## src/rtl/uart_pkg.sv

```systemverilog
// Shared types for the UART echo controller.
// FSM state encodings and the default data width.
package uart_pkg;

  localparam int UART_DATA_W = 8;

  typedef enum logic [1:0] {
    RX_IDLE,
    RX_READ,
    RX_CLR
  } rx_state_t;

  typedef enum logic [1:0] {
    TX_IDLE,
    TX_WRITE,
    TX_ACK,
    TX_BUSY
  } tx_state_t;

endpackage

```

## src/rtl/sync_fifo.sv

```systemverilog
// Synchronous FIFO with a registered read port.
// dout is loaded from the head entry on the pop edge.
module sync_fifo #(
  parameter int DATA_W = 8,
  parameter int DEPTH  = 16
) (
  input  logic                   clk,
  input  logic                   rst,
  input  logic                   push,
  input  logic [DATA_W-1:0]      din,
  input  logic                   pop,
  output logic [DATA_W-1:0]      dout,
  output logic                   full,
  output logic                   empty,
  output logic [$clog2(DEPTH):0] level
);

  localparam int AW = $clog2(DEPTH);
  localparam int LW = AW + 1;

  logic [DATA_W-1:0] mem [DEPTH];
  logic [AW-1:0]     wr_ptr;
  logic [AW-1:0]     rd_ptr;

  assign full  = (level == LW'(DEPTH));
  assign empty = (level == '0);

  always_ff @(posedge clk) begin
    if (push) begin
      mem[wr_ptr] <= din;
    end
  end

  // Pointers wrap naturally because DEPTH is a power of two.
  always_ff @(posedge clk) begin
    if (rst) begin
      wr_ptr <= '0;
      rd_ptr <= '0;
      level  <= '0;
      dout   <= '0;
    end else begin
      if (push) begin
        wr_ptr <= wr_ptr + 1'b1;
      end
      if (pop) begin
        rd_ptr <= rd_ptr + 1'b1;
        dout   <= mem[rd_ptr];
      end
      case ({push, pop})
        2'b10:   level <= level + 1'b1;
        2'b01:   level <= level - 1'b1;
        default: level <= level;
      endcase
    end
  end

  a_no_push_full: assert property (
    @(posedge clk) disable iff (rst) !(push && full)
  );

  a_no_pop_empty: assert property (
    @(posedge clk) disable iff (rst) !(pop && empty)
  );

endmodule

```

## src/rtl/uart_echo_ctrl.sv

```systemverilog
// Echo master for the CoreUART parallel port.
// Reads bytes via oen, buffers them, writes them back via wen.
module uart_echo_ctrl
  import uart_pkg::*;
#(
  parameter int DATA_W     = UART_DATA_W,
  parameter int FIFO_DEPTH = 16,
  parameter int TX_ACK_MAX = 4
) (
  input  logic                        clk,
  input  logic                        rst,
  input  logic                        rxrdy,
  input  logic [DATA_W-1:0]           data_out,
  output logic                        oen,
  input  logic                        txrdy,
  output logic                        wen,
  output logic [DATA_W-1:0]           data_in,
  output logic [$clog2(FIFO_DEPTH):0] fifo_level,
  output logic [15:0]                 rx_cnt,
  output logic [15:0]                 tx_cnt,
  output logic                        tx_timeout
);

  localparam int AKW = (TX_ACK_MAX > 1) ? $clog2(TX_ACK_MAX) : 1;

  rx_state_t         rx_state;
  rx_state_t         rx_next;
  tx_state_t         tx_state;
  tx_state_t         tx_next;
  logic              push;
  logic              pop;
  logic              full;
  logic              empty;
  logic              ack_last;
  logic              to_set;
  logic [AKW-1:0]    ack_cnt;
  logic [DATA_W-1:0] fifo_dout;

  sync_fifo #(
    .DATA_W (DATA_W),
    .DEPTH  (FIFO_DEPTH)
  ) u_fifo (
    .clk   (clk),
    .rst   (rst),
    .push  (push),
    .din   (data_out),
    .pop   (pop),
    .dout  (fifo_dout),
    .full  (full),
    .empty (empty),
    .level (fifo_level)
  );

  assign ack_last = (ack_cnt == AKW'(TX_ACK_MAX - 1));

  always_comb begin
    rx_next = rx_state;
    push    = 1'b0;
    case (rx_state)
      RX_IDLE: begin
        if (rxrdy && !full) begin
          rx_next = RX_READ;
        end
      end
      RX_READ: begin
        push    = 1'b1;
        rx_next = RX_CLR;
      end
      RX_CLR: begin
        if (!rxrdy) begin
          rx_next = RX_IDLE;
        end
      end
      default: rx_next = RX_IDLE;
    endcase
  end

  always_ff @(posedge clk) begin
    if (rst) begin
      rx_state <= RX_IDLE;
      oen      <= 1'b1;
      rx_cnt   <= '0;
    end else begin
      rx_state <= rx_next;
      oen      <= (rx_next != RX_READ);
      if (push) begin
        rx_cnt <= rx_cnt + 16'd1;
      end
    end
  end

  always_comb begin
    tx_next = tx_state;
    pop     = 1'b0;
    to_set  = 1'b0;
    case (tx_state)
      TX_IDLE: begin
        if (!empty && txrdy) begin
          pop     = 1'b1;
          tx_next = TX_WRITE;
        end
      end
      TX_WRITE: tx_next = TX_ACK;
      TX_ACK: begin
        if (!txrdy) begin
          tx_next = TX_BUSY;
        end else if (ack_last) begin
          to_set  = 1'b1;
          tx_next = TX_IDLE;
        end
      end
      TX_BUSY: begin
        if (txrdy) begin
          tx_next = TX_IDLE;
        end
      end
      default: tx_next = TX_IDLE;
    endcase
  end

  // The FIFO read lands during WRITE, so data_in and the
  // wen strobe are registered out of WRITE together.
  always_ff @(posedge clk) begin
    if (rst) begin
      tx_state   <= TX_IDLE;
      wen        <= 1'b1;
      data_in    <= '0;
      tx_cnt     <= '0;
      ack_cnt    <= '0;
      tx_timeout <= 1'b0;
    end else begin
      tx_state <= tx_next;
      wen      <= (tx_state != TX_WRITE);
      if (tx_state == TX_WRITE) begin
        data_in <= fifo_dout;
        tx_cnt  <= tx_cnt + 16'd1;
        ack_cnt <= '0;
      end else if (tx_state == TX_ACK) begin
        ack_cnt <= ack_cnt + 1'b1;
      end
      if (to_set) begin
        tx_timeout <= 1'b1;
      end
    end
  end

endmodule
```

## config.mk

```make
export PLATFORM = sky130hd
export DESIGN_NAME = uart_echo_ctrl
export DESIGN_NICKNAME = d
export VERILOG_FILES = /design/src/rtl/uart_pkg.sv /design/src/rtl/sync_fifo.sv /design/src/rtl/uart_echo_ctrl.sv
export SDC_FILE = /design/constraint.sdc
export NUM_CORES = 1
export LEC_CHECK = 0
export BUFFER_PORTS_ARGS = -buffer_cell sky130_fd_sc_hd__buf_2
export CELL_PAD_IN_SITES_DETAIL_PLACEMENT = 1
export CELL_PAD_IN_SITES_GLOBAL_PLACEMENT = 2
export CORE_MARGIN = 4
export CORE_UTILIZATION = 38
export DETAILED_ROUTE_END_ITERATION = 6
export PLACE_DENSITY_LB_ADDON = 0.25
export SYNTH_ARGS = -nofsm -noshare
export SYNTH_HDL_FRONTEND = slang
export SYNTH_HIERARCHICAL = 1
export SYNTH_SLANG_ARGS = --single-unit
```

## constraint.sdc

```tcl
create_clock -name clk -period 2.8 [get_ports clk]
set_input_delay 0.56 -clock clk [delete_from_list [all_inputs] [get_ports clk]]
set_output_delay 0.56 -clock clk [all_outputs]
set_load 0.01 [all_outputs]
```

### After elaboration in Yosys (flattened, before gate mapping)

Memory sizes are Yosys's and may differ from the RTL's. A register that Yosys moved wholly into a read port is not among the register bits.
Cells that the tools add are included.

* RAM bits: 128
* logic and storage cells: 61
* flip-flop bits (word level): 62
* memory bits (read-only): 0
* input bits: 12
* latch bits: 0
* memories: 1
* output and inout bits: 48

* equality and inequality tests: 14
* mux-type cells: 17
* $lt $le $gt $ge: 0
* bitwise logic cells: 0
* $add $sub $neg: 7
* reduce and logical (&&, ||, !) cells: 10
* div/mod/pow operators: 0
* multipliers: 0
* shifts and indexed selects: 0

Memories
* u_fifo.mem: words 16, width 8, read ports 1, clocked after Yosys merged registers in 1, write ports 1, line sync_fifo.sv:21 `logic [DATA_W-1:0] mem [DEPTH];`

Operator list (number)
* adder 16 x 1 -> 16 bit, second input constant: 2
* 2-to-1 mux 2 bit: 6
* == test 2 bit, second input constant: 5
* case mux 5 bit (2 select lines): 1
* adder 4 x 1 -> 4 bit, second input constant: 2
* 2-to-1 mux 1 bit: 8
* case mux 2 bit (4 select lines): 1
* == test 2 x 1 -> 1 bit, second input constant: 3
* case mux 2 bit (3 select lines): 1
* adder 5 x 1 -> 5 bit, second input constant: 1
* == test 5 bit, second input constant: 1
* zero test 5 bit: 1
* subtractor 5 x 1 -> 5 bit, second input constant: 1
* zero test 2 bit: 2
* inequality test 2 x 1 -> 1 bit, second input constant: 2
* inequality test 2 bit, second input constant: 2
* inequality test 3 bit, second input constant: 1
* AND reduction 3 bit: 1
* adder 2 x 1 -> 2 bit, second input constant: 1
* logical AND 1 bit: 2
* zero test 1 bit: 2
* nonzero test 2 bit: 1
* OR reduction 2 bit: 1

### Longest topological paths before layout

Gate-level depths: netlist of the first run.

* depth in word-level cells: 7
* mapped depth: 12

### Modules after synthesis

The synthesis of the first run kept the hierarchy.

Modules (own cells, without submodules)
* sync_fifo: area each 6033.3 sq um, cells an instance 357, instances 1
* uart_echo_ctrl: area each 2062.0 sq um, cells an instance 238, instances 1

### Worst setup path after synthesis of the first run

Ideal clock, no wire load.

* path kind: flip-flop to flip-flop
* from: register u_fifo.level[1]
* to: register u_fifo.level[2]
* library setup time: 70 ps
* setup slack: 112 ps
* arrival time: 2618 ps
* cell stages (with the launch flop): 13
* path through: dfxtp_1 clkbuf_1 or4_1 nor2_1 nor4_1 ha_1 clkbuf_1 xor2_1 ha_1 a21oi_1 xnor2_1 or3_1 a21oi_1

* word-level cells in the longest chain between the ends: 7
* elaborated cells on any way between the ends: 11
* those cells by class: add/sub: 2; eq/ne: 2; mux: 3; reduce/logical: 4

Ends and longest elaborated chain
* from (decl): line sync_fifo.sv:15 `output logic [$clog2(DEPTH):0] level`
* from (signal assigned): line sync_fifo.sv:50 `2'b10: level <= level + 1'b1;`
* from (signal assigned): line sync_fifo.sv:51 `2'b01: level <= level - 1'b1;`
* from (signal assigned): line sync_fifo.sv:52 `default: level <= level;`
* zero test 5 bit (*): line sync_fifo.sv:26 `assign empty = (level == '0);`
* net empty: line uart_echo_ctrl.sv:33 `logic empty;`
* zero test 1 bit (*): line uart_echo_ctrl.sv:98 `if (!empty && txrdy) begin`
* logical AND 1 bit (*): line uart_echo_ctrl.sv:98
* 2-to-1 mux 1 bit (*): line uart_echo_ctrl.sv:98
* 2-to-1 mux 1 bit (*): line uart_echo_ctrl.sv:96 `case (tx_state)`
* net pop: line uart_echo_ctrl.sv:31 `logic pop;`
* == test 2 x 1 -> 1 bit or == test 2 bit (tied branches): line sync_fifo.sv:49 `case ({push, pop})`
* case mux 5 bit (2 select lines) or nonzero test 2 bit (tied branches)

The timed path passes the listed nets; every way through them passes the cells marked *.
A chain may end at the register's enable or synchronous reset.

### Worst setup path in the final report of the first run

* from: register u_fifo.level[0]
* to: register u_fifo.level[3]

The elaborated chain is that of the path after synthesis.

==> results of run 1 <==
stage by stage:
step	instances	hold slack [ns]	area (um2)
finish	957	0.366	9420
global route	957	0.363	9420
CTS	957	0.344	9420
detailed placement	925	0.445	8830
global placement	925	0.448	8830
floorplan	595	0.432	8100
Yosys cell counts (9+ instances only):
cell	n
a21oi_1	25
a221o_1	9
and2_1	16
clkbuf_1	16
dfxtp_1	70
edfxtp_1	128
ha_1	12
inv_1	10
mux2_2	25
mux2i_1	13
mux4_2	16
nand2_1	38
nand3_1	9
nand4_1	14
nor2_1	48
nor2b_1	12
o22ai_1	9
xnor2_1	10
xor2_1	19
per-layer routing:
layer	global-route usage, %	vias up	share of wire [%]
li1	-	2390	-
met1	20.9	2540	45
met2	27.2	80	50
met3	3.60	14	3.5
met4	4.42	0	1.0
met5	0	-	0
power breakdown:
part           total (uW)  switching [uW]  internal [uW]
sequential           3380             131           3250
combinational        1240             710            527
clock                2410            1210           1200
logic make-up after synthesis:
| kind of cell | Yosys count |
|---|---|
| AOI/OAI and AO/OA | 81 |
| xor gates and xnor gates | 29 |
| adders and majority gates | 12 |
| buffers and inverters | 39 |
| DFF | 198 |
| muxes | 54 |
| and+or+nand+nor | 182 |
path summary, 6_finish.rpt:
path              startpoint          endpoint  slack [ns]  cells after the start
min                      rst  u_fifo/rd_ptr[2]        0.37                      2
max          u_fifo/level[0]   u_fifo/level[3]        0.28                      9
max reg2reg  u_fifo/level[0]   u_fifo/level[3]        0.28                      9
min reg2reg       data_in[2]        data_in[2]        0.46                      2
state kept, by name (all words and copies together), names as in the netlist:
register / flops
rx_cnt: 16
tx_cnt: 16
wen: 1
oen: 1
tx_timeout: 1
u_fifo/level: 5
tx_state: 2
u_fifo/dout: 8
rx_state: 2
u_fifo/wr_ptr: 4
ack_cnt: 2
u_fifo/rd_ptr: 4
data_in: 8
u_fifo/mem: 128
critical path: stages, from the launching register on:
cell and delay, ns:
dfxtp_1 0.32, or4_1 0.54, nor2_1 0.14, nor4_2 0.07, ha_1 0.28, ha_1 0.35, inv_1 0.06, or3_1 0.35
a221o_1 0.27, o221ai_1 0.06
layout make-up:
type | count | share of cell area [%]
timing repair buffer | 84 | 5.39
tap | 275 | 3.65
inverter | 10 | 0.398
clock buffer | 17 | 4.52
multi-input combinational | 358 | 28.6
sequential | 198 | 55.7
clock inverter | 15 | 1.79
==> flow_summary_export.csv, run 1 <==
group,metric,value,unit
sta,rsz0062_at_grt,"false",
setup_path,endpoint_kind,"flop",
synth,async_reset_ff_share,0,%
grt,grt_pass1_wl,29300,um
power_and_ir_drop,ir_drop,0.481,mV
synth,synthMuxAreaShare,9.54,%
synth,synthesis.nets,619,
cts,cts_buffer_depth,2,
sta,hold_viol,0,
synth,synth_top_area_share,47.5,%
layout,synthToLayoutAreaGrowth,16.4,%
sta,max_freq,0.397,GHz
grt,grtUsageTotal,16.1,%
cts,numCtsBuffers,17,
sta,tightest_slew,0.931,ns
grt,grt_pass1_vias,5189,
floorplanning,design.core.area,21000,um2
layout,multi_input_area,2690,um2
synth,synth_top_family_by_area,"simple AND/OR/NAND/NOR gates",
synth,seq_area_frac_synth,64.8,%
layout,fin_nets,693,
cts,clock_sinks,198,
run_status,status,"complete, no violations",
synth,syn_avg_cell_area,13.6,um2
synth,syn_inst,595,
drt,avgViaCountPerCell,5.25,
sta,fin_setup_tns,0,ns
cts,hold_buffers,0,
layout,fillers,2203,
synth,synth_warnings,6,
setup_path,cp_max_fo,6,
setup_path,worstPathArrival,2.89,ns
layout,ff_latch_area,5250,um2
power_and_ir_drop,leakagePower,0.00327,uW
synth,synth_xor_xnor_area_share,3.14,%
drt,totalWireLength,18400,um
layout,final_common_cell,"edfxtp_1",
synth,synth_largest_area_cell,"edfxtp_1",
drt,drt_first_iter_violations,272,
grt,antenna_found_initial,0,
sta,final_max_slew_viol_count,0,
drt,wl_per_cell,19.3,um
cts,htreeDepth,4,
power_and_ir_drop,power,7030,uW
cts,cts_setup_buffers,0,
power_and_ir_drop,power.density,747,nW/um2
synth,yosys_register_bits,198,
layout,drive_gt1_share,24.5,%
worst_hold_path,holdCritPathClass,"in2reg",
floorplanning,initial_core_util,38.6,%
sta,finalCritPeriodShare,90.0,%
job,drv_cap,0,
synth,synth_compound_area_share,6.85,%
drt,vias,5024,
sta,setup_violations,0,
cts,cts_tree,"done",
setup_path,critical_path_required,3.16,ns
sta,finClkSkew,0.0134,ns
drt,first_pass_iters,4,
place,dpl.hpwl,12600,um
grt,gr-total-overflow,0,
cts,cts_resized,0,
synth,synthFlopType,"edfxtp_1",
layout,mostFrequentLayoutCells,"128 x edfxtp_1, 69 x dfxtp_1, 59 x buf_2",
layout,fin_util,45.0,%
cts,clock_latency,0.45,ns
floorplanning,die-width,154,um
synth,synthAdderAreaFrac,1.85,%
grt,grt_start_max_net_pins,35,
sta,period_minus_slack,2.52,ns
cts,path_clk_slew,0.07,ns
floorplanning,rows,53,
synth,yosys.cell_types.count,52,
setup_path,worstSetupStartpointType,"flop",
sta,setup_slack,0.279,ns
synth,synth_area,8100,um2
synth,yosys-top-cells-area,"edfxtp_1 47%, dfxtp_1 17%, mux4_2 4.5%, mux2_2 3.5%, nor2_1 2.2%",
floorplanning,io_pins,60,
drt,drtAntennaViolNets,0,
synth,synthSimpleGateAreaFrac,11.8,%
floorplanning,dieArea,23700,um2
drt,drc_errors,0,
setup_path,path_class,"reg2reg",
place,portBuffers,59,
place,post-place-ws,0.188,ns
place,gp_congestion,0.740,
synth,synth-edff-count,128,
layout,diodes,0,
floorplanning,fp.dieH,154,um
cts,root_buffer,"clkbuf_16",
sta,relSlewSlack,37.8,%
(Power assumes the default switching activity.)
==> run 2, diff against run 1 <==
CORE_UTILIZATION = 42   (was 38)
clock period = 2.5 ns   (was 2.8 ns; I/O delays follow)
==> run 2 against run 1 <==
- setup slack worse by 0.24 ns
- non-clock buffer count stayed put
- clock power is 23% higher
- final area is 0.98% higher
- routed wire length is 1.6% higher
- die area is 9.0% lower
- combinational power is 28% higher
- cell count is 1.6% lower
- core utilization is 5.6 points higher
- largest power group unchanged
==> flow_summary_export.csv, run 2 (synthesis gave the netlist of run 1 again) <==
group,metric,value,unit
run_status,status,"complete, no violations",
sta,finalCritPeriodShare,98.4,%
cts,root_buffer,"clkbuf_16",
floorplanning,io_pins,60,
power_and_ir_drop,power,8350,uW
drt,first_pass_iters,4,
cts,path_clk_slew,0.08,ns
floorplanning,initial_core_util,43.0,%
drt,drtAntennaViolNets,0,
floorplanning,rows,50,
layout,final_common_cell,"edfxtp_1",
layout,mostFrequentLayoutCells,"128 x edfxtp_1, 67 x dfxtp_1, 59 x buf_2",
grt,grt_pass1_vias,5324,
cts,cts_tree,"done",
setup_path,reg2regPathDepth,9,
setup_path,r2r-end,"u_fifo/level[3]",
cts,numCtsBuffers,17,
drt,drt_first_iter_violations,274,
grt,gr-total-overflow,0,
layout,fin_nets,693,
sta,hold_viol,0,
layout,diodes,0,
drt,wl_per_cell,19.9,um
cts,clock_latency,0.43,ns
sta,finClkSkew,0.00996,ns
setup_path,critical_path_required,2.85,ns
setup_path,worstPathArrival,2.81,ns
power_and_ir_drop,power.density,877,nW/um2
drt,totalWireLength,18700,um
floorplanning,fp.dieH,147,um
floorplanning,dieArea,21600,um2
place,gp_congestion,0.814,
setup_path,cp_max_fo,9,
cts,hold_buffers,0,
grt,grt_start_max_net_pins,59,
sta,max_freq,0.407,GHz
power_and_ir_drop,ir_drop,0.560,mV
sta,period_minus_slack,2.46,ns
setup_path,endpoint_kind,"flop",
drt,avgViaCountPerCell,5.42,
grt,antenna_found_initial,1,
sta,whs,0.368,ns
setup_path,worstSetupStartpointType,"flop",
drt,vias,5107,
layout,drive_gt1_share,26.2,%
sta,tightest_slew,0.904,ns
cts,htreeDepth,4,
floorplanning,die-width,147,um
place,portBuffers,59,
layout,fillers,1858,
setup_path,crit_end,"u_fifo/level[3]",
layout,top_register,"u_fifo/mem",
grt,grt_pass1_wl,30100,um
sta,relSlewSlack,39.6,%
place,dpl.hpwl,12900,um
setup_path,path_class,"reg2reg",
layout,top_regs,"u_fifo/mem: 128 flops, rx_cnt: 16 flops, tx_cnt: 16 flops",
layout,synthToLayoutAreaGrowth,17.5,%
setup_path,reg2reg_slack,0.04,ns
worst_hold_path,holdCritPathClass,"in2reg",
cts,cts_buffer_depth,2,
power_and_ir_drop,leakagePower,0.00329,uW
floorplanning,design.core.area,18800,um2
drt,drc_errors,0,
sta,setup_violations,0,
sta,final_max_slew_viol_count,0,
setup_path,r2r_start,"u_fifo/level[0]",
setup_path,cp-startpoint,"u_fifo/level[0]",
layout,largest_register_ffs,128,
job,drv_cap,0,
cts,cts_setup_buffers,0,
cts,clock_sinks,198,
sta,rsz0062_at_grt,"true",
grt,grtUsageTotal,18.0,%
## run 2: cell count changes in the layout (fill, tap and decap cells not counted), moves of 2 or more
cell	change
ha_1	-4
dfxtp_2	+2
ha_2	+3
a21oi_1	-2
dfxtp_1	-2
a21oi_2	+2
bufinv_16	+3
## run 2: critical path: stages, from the launching register on
cell and delay [ns]:
dfxtp_1 0.31, or4_4 0.55, nor2_4 0.14, nor4_4 0.05
ha_2 0.27, ha_4 0.31, inv_1 0.06, or3_1 0.35
a221o_1 0.27, o221ai_1 0.07
## run 2: through the flow
step	cell area [um2]	setup slack, ns	util (%)	instances	setup TNS [ns]
after floorplan	8190	-0.0225	-	595	-0.0225
after global placement	8840	0.0746	47.0	910	0
after detailed placement	8840	0.00639	47.0	910	0
after CTS	9500	0.0335	50.5	942	0
after global routing	9510	-0.0456	50.5	942	-0.246
final	9510	0.0410	50.5	942	0
## run 2: power breakdown
group / internal, uW / switching, uW / leakage [uW]
clock: 1640 / 1330 / 0.000313
sequential: 3650 / 145 / 0.00172
combinational: 703 / 885 / 0.00126
total: 5990 / 2360 / 0.00329
## run 2: worst min-delay path by stage
stage / from / to / slack, ns / cells past startpoint
6_report: rxrdy / rx_state[0] / 0.37 / 3
5_1_grt: rxrdy / rx_state[0] / 0.38 / 3
4_1_cts: rxrdy / rx_state[0] / 0.35 / 3
3_5_place_dp: data_in[5] / data_in[5] / 0.45 / 2
3_3_place_gp: data_in[5] / data_in[5] / 0.45 / 2
2_1_floorplan: u_fifo/dout[3] / data_in[3] / 0.43 / 2
## run 2: cell type report
type	instances	area [um2]	share of cell area [%]
clock buffers	17	425	4.47
clock inverters	15	224	2.35
inverters	10	37.5	0.395
multi-input cells	358	2760	29.0
flip-flops and latches	198	5250	55.2
well taps	260	325	3.42
repair buffers	84	495	5.21
## run 2: metal layers
layer  vias to the layer above  track usage (%)  share of wire, %
li1                       2384                -                 -
met1                      2596             23.6                44
met2                       109             30.5                50
met3                        16             3.98               4.6
met4                         2             4.47               1.1
met5                         -                0             0.069
## run 2: what timing repair did
action	4_1_cts	5_1_grt
hold endpoints to repair	0	0
resized for setup	1	2
cloned	0	0
endpoints found under the setup margin	1	8
==> run 3, diff against run 2 <==
CORE_MARGIN = 2   (was 4)
==> run 3 against run 2 <==
- clock skew grew 0.0042 ns
- sequential power is essentially flat
- sequential share of layout area is 0.39 points higher
- maximum frequency up 0.36%
- global-route usage up 0.98 points
- die area is 5.4% lower
- first-iteration DRC count shrank 24%
- final area fell by 0.71%
- core utilization fell by 0.36 points
- critical path depth did not move
- register-to-register slack is essentially flat
- flip-flop and latch count unchanged
- largest cell class unchanged
==> flow_summary_export.csv, run 3 (synthesis gave the netlist of run 1 again) <==
group,metric,value,unit
run_status,status,"complete, no violations",
sta,max_freq,0.408,GHz
layout,largest_register_ffs,128,
sta,whs,0.351,ns
setup_path,worstSetupStartpointType,"flop",
setup_path,endpoint_kind,"flop",
cts,path_clk_slew,0.07,ns
setup_path,critical_path_required,2.85,ns
power_and_ir_drop,leakagePower,0.00324,uW
setup_path,crit_chain,"or4_4, nor2_4, nor4_4, ha_4, ha_1, inv_1, or3_1, a221o_1, o221ai_1",
setup_path,cp_max_fo,9,
layout,stdcell_area,9450,um2
drt,vias,5035,
layout,fin_nets,688,
floorplanning,io_pins,60,
drt,drtAntennaViolNets,0,
layout,top_register,"u_fifo/mem",
grt,grt_pass1_wl,28900,um
setup_path,path_class,"reg2reg",
place,portBuffers,59,
power_and_ir_drop,ir_drop,0.526,mV
setup_path,worstPathArrival,2.80,ns
layout,mostFrequentLayoutCells,"128 x edfxtp_1, 67 x dfxtp_1, 59 x buf_2",
drt,dr.max_layer_used,"met4",
grt,grt_start_max_net_pins,44,
place,dpl.hpwl,12300,um
power_and_ir_drop,p_int,5830,uW
place,dpl-instance-area,8820,um2
cts,clock_latency,0.43,ns
floorplanning,die-width,143,um
floorplanning,rows,50,
power_and_ir_drop,clkPwrFrac,34.0,%
sta,finalCritPeriodShare,98.0,%
sta,fin_setup_tns,0,ns
layout,diodes,0,
grt,grt_pass1_vias,5248,
power_and_ir_drop,sequentialPowerShare,46.9,%
drt,drt_first_iter_violations,208,
sta,relSlewSlack,55.5,%
cts,cts_buffer_depth,2,
sta,tightest_slew,0.665,ns
drt,wl_per_cell,19.5,um
sta,hold_viol,0,
cts,clock_sinks,198,
grt,antenna_found_initial,0,
drt,first_pass_iters,5,
power_and_ir_drop,comb_power_share,19.1,%
cts,cts_setup_buffers,0,
power_and_ir_drop,power.density,858,nW/um2
layout,final_common_cell,"edfxtp_1",
layout,synthToLayoutAreaGrowth,16.7,%
setup_path,crit_slowest_cell,"or4_4",
sta,period_minus_slack,2.45,ns
sta,setup_violations,0,
job,drv_cap,0,
cts,hold_buffers,0,
drt,wl_met2,8650,um
power_and_ir_drop,power.switching,2280,uW
setup_path,slowest_delay,0.55,ns
floorplanning,design.core.area,18800,um2
drt,drt-met1-wl,8740,um
drt,avgViaCountPerCell,5.37,
cts,numCtsBuffers,17,
grt,gr-total-overflow,0,
sta,final_max_slew_viol_count,0,
layout,drive_gt1_share,25.3,%
setup_path,reg2regPathDepth,9,
drt,met3_length,566,um
cts,htreeDepth,4,
place,gp_congestion,0.808,
cts,cts_tree,"done",
drt,totalWireLength,18200,um
grt,grtUsageTotal,19.0,%
sta,rsz0062_at_grt,"true",
setup_path,path_depth,9,
sta,finClkSkew,0.0142,ns
setup_path,critical_path.top_delay_family,"simple AND/OR/NAND/NOR gates",
drt,drc_errors,0,
setup_path,crit_buf_inv,1,
floorplanning,fp.dieH,143,um
worst_hold_path,holdCritPathClass,"in2reg",
cts,root_buffer,"clkbuf_16",
worst_hold_path,hold_depth,3,
power_and_ir_drop,swShare,28.1,%
floorplanning,initial_core_util,43.0,%
floorplanning,dieArea,20400,um2
layout,top_regs,"u_fifo/mem: 128 flops, rx_cnt: 16 flops, tx_cnt: 16 flops",
[run 3: changes by cell type in the layout (fill, tap and decap cells not counted), moves of 2 or more]
cell,delta
ha_2,-2
a2111oi_1,+2
inv_6,-3
a2111oi_0,-2
buf_4,-6
clkinv_8,-2
clkinvlp_4,+3
[run 3: worst paths after layout]
path	from	to	slack, ns
setup / recovery	u_fifo/level[0]	u_fifo/level[3]	0.05
hold / removal	rxrdy	rx_state[0]	0.35
setup reg to reg	u_fifo/level[0]	u_fifo/level[3]	0.05
hold reg to reg	data_in[6]	data_in[6]	0.46
[run 3: layer usage]
layer / global-route usage [%] / up-vias
met2: 30.4 / 91
met1: 26.1 / 2549
li1: - / 2381
met4: 6.67 / 0
met5: 0 / -
met3: 3.45 / 14
[run 3: worst min-delay path, delay by kind of cell]
family	cells	cell delay [ns]
buffers and inverters	1	0.11
AND/OR/NAND/NOR	2	0.12
[run 3: area by class of cell]
class	count	area, um2
clock buffers	18	429
clock inverters	14	170
fillers	1861	9380
inverters	10	37.5
multi-input cells	358	2770
flip-flops and latches	198	5250
well taps	260	325
repair buffers	79	470
[run 3: power groups by stage]
stage	clock [uW]	sequential, uW	combinational (uW)
floorplan	0	3850	1100
global placement	0	3860	1450
detailed placement	0	3880	1510
CTS	2850	3800	1540
global route	2960	3820	1710
finish	2760	3800	1550
[run 3: through the flow]
step	power [uW]	util, %	cells	setup slack, ns
finish	8110	50.2	937	0.0499
global route	8500	50.2	937	-0.0402
CTS	8190	50.1	937	0.0422
detailed placement	5390	46.8	905	-0.00584
global placement	5310	46.8	905	0.0668
floorplan	4940	-	595	-0.0225
[run 3: timing repair]
item                                    CTS  global route
resized for setup                         1             4
cloned                                    0             0
endpoints found under the setup margin    1             8
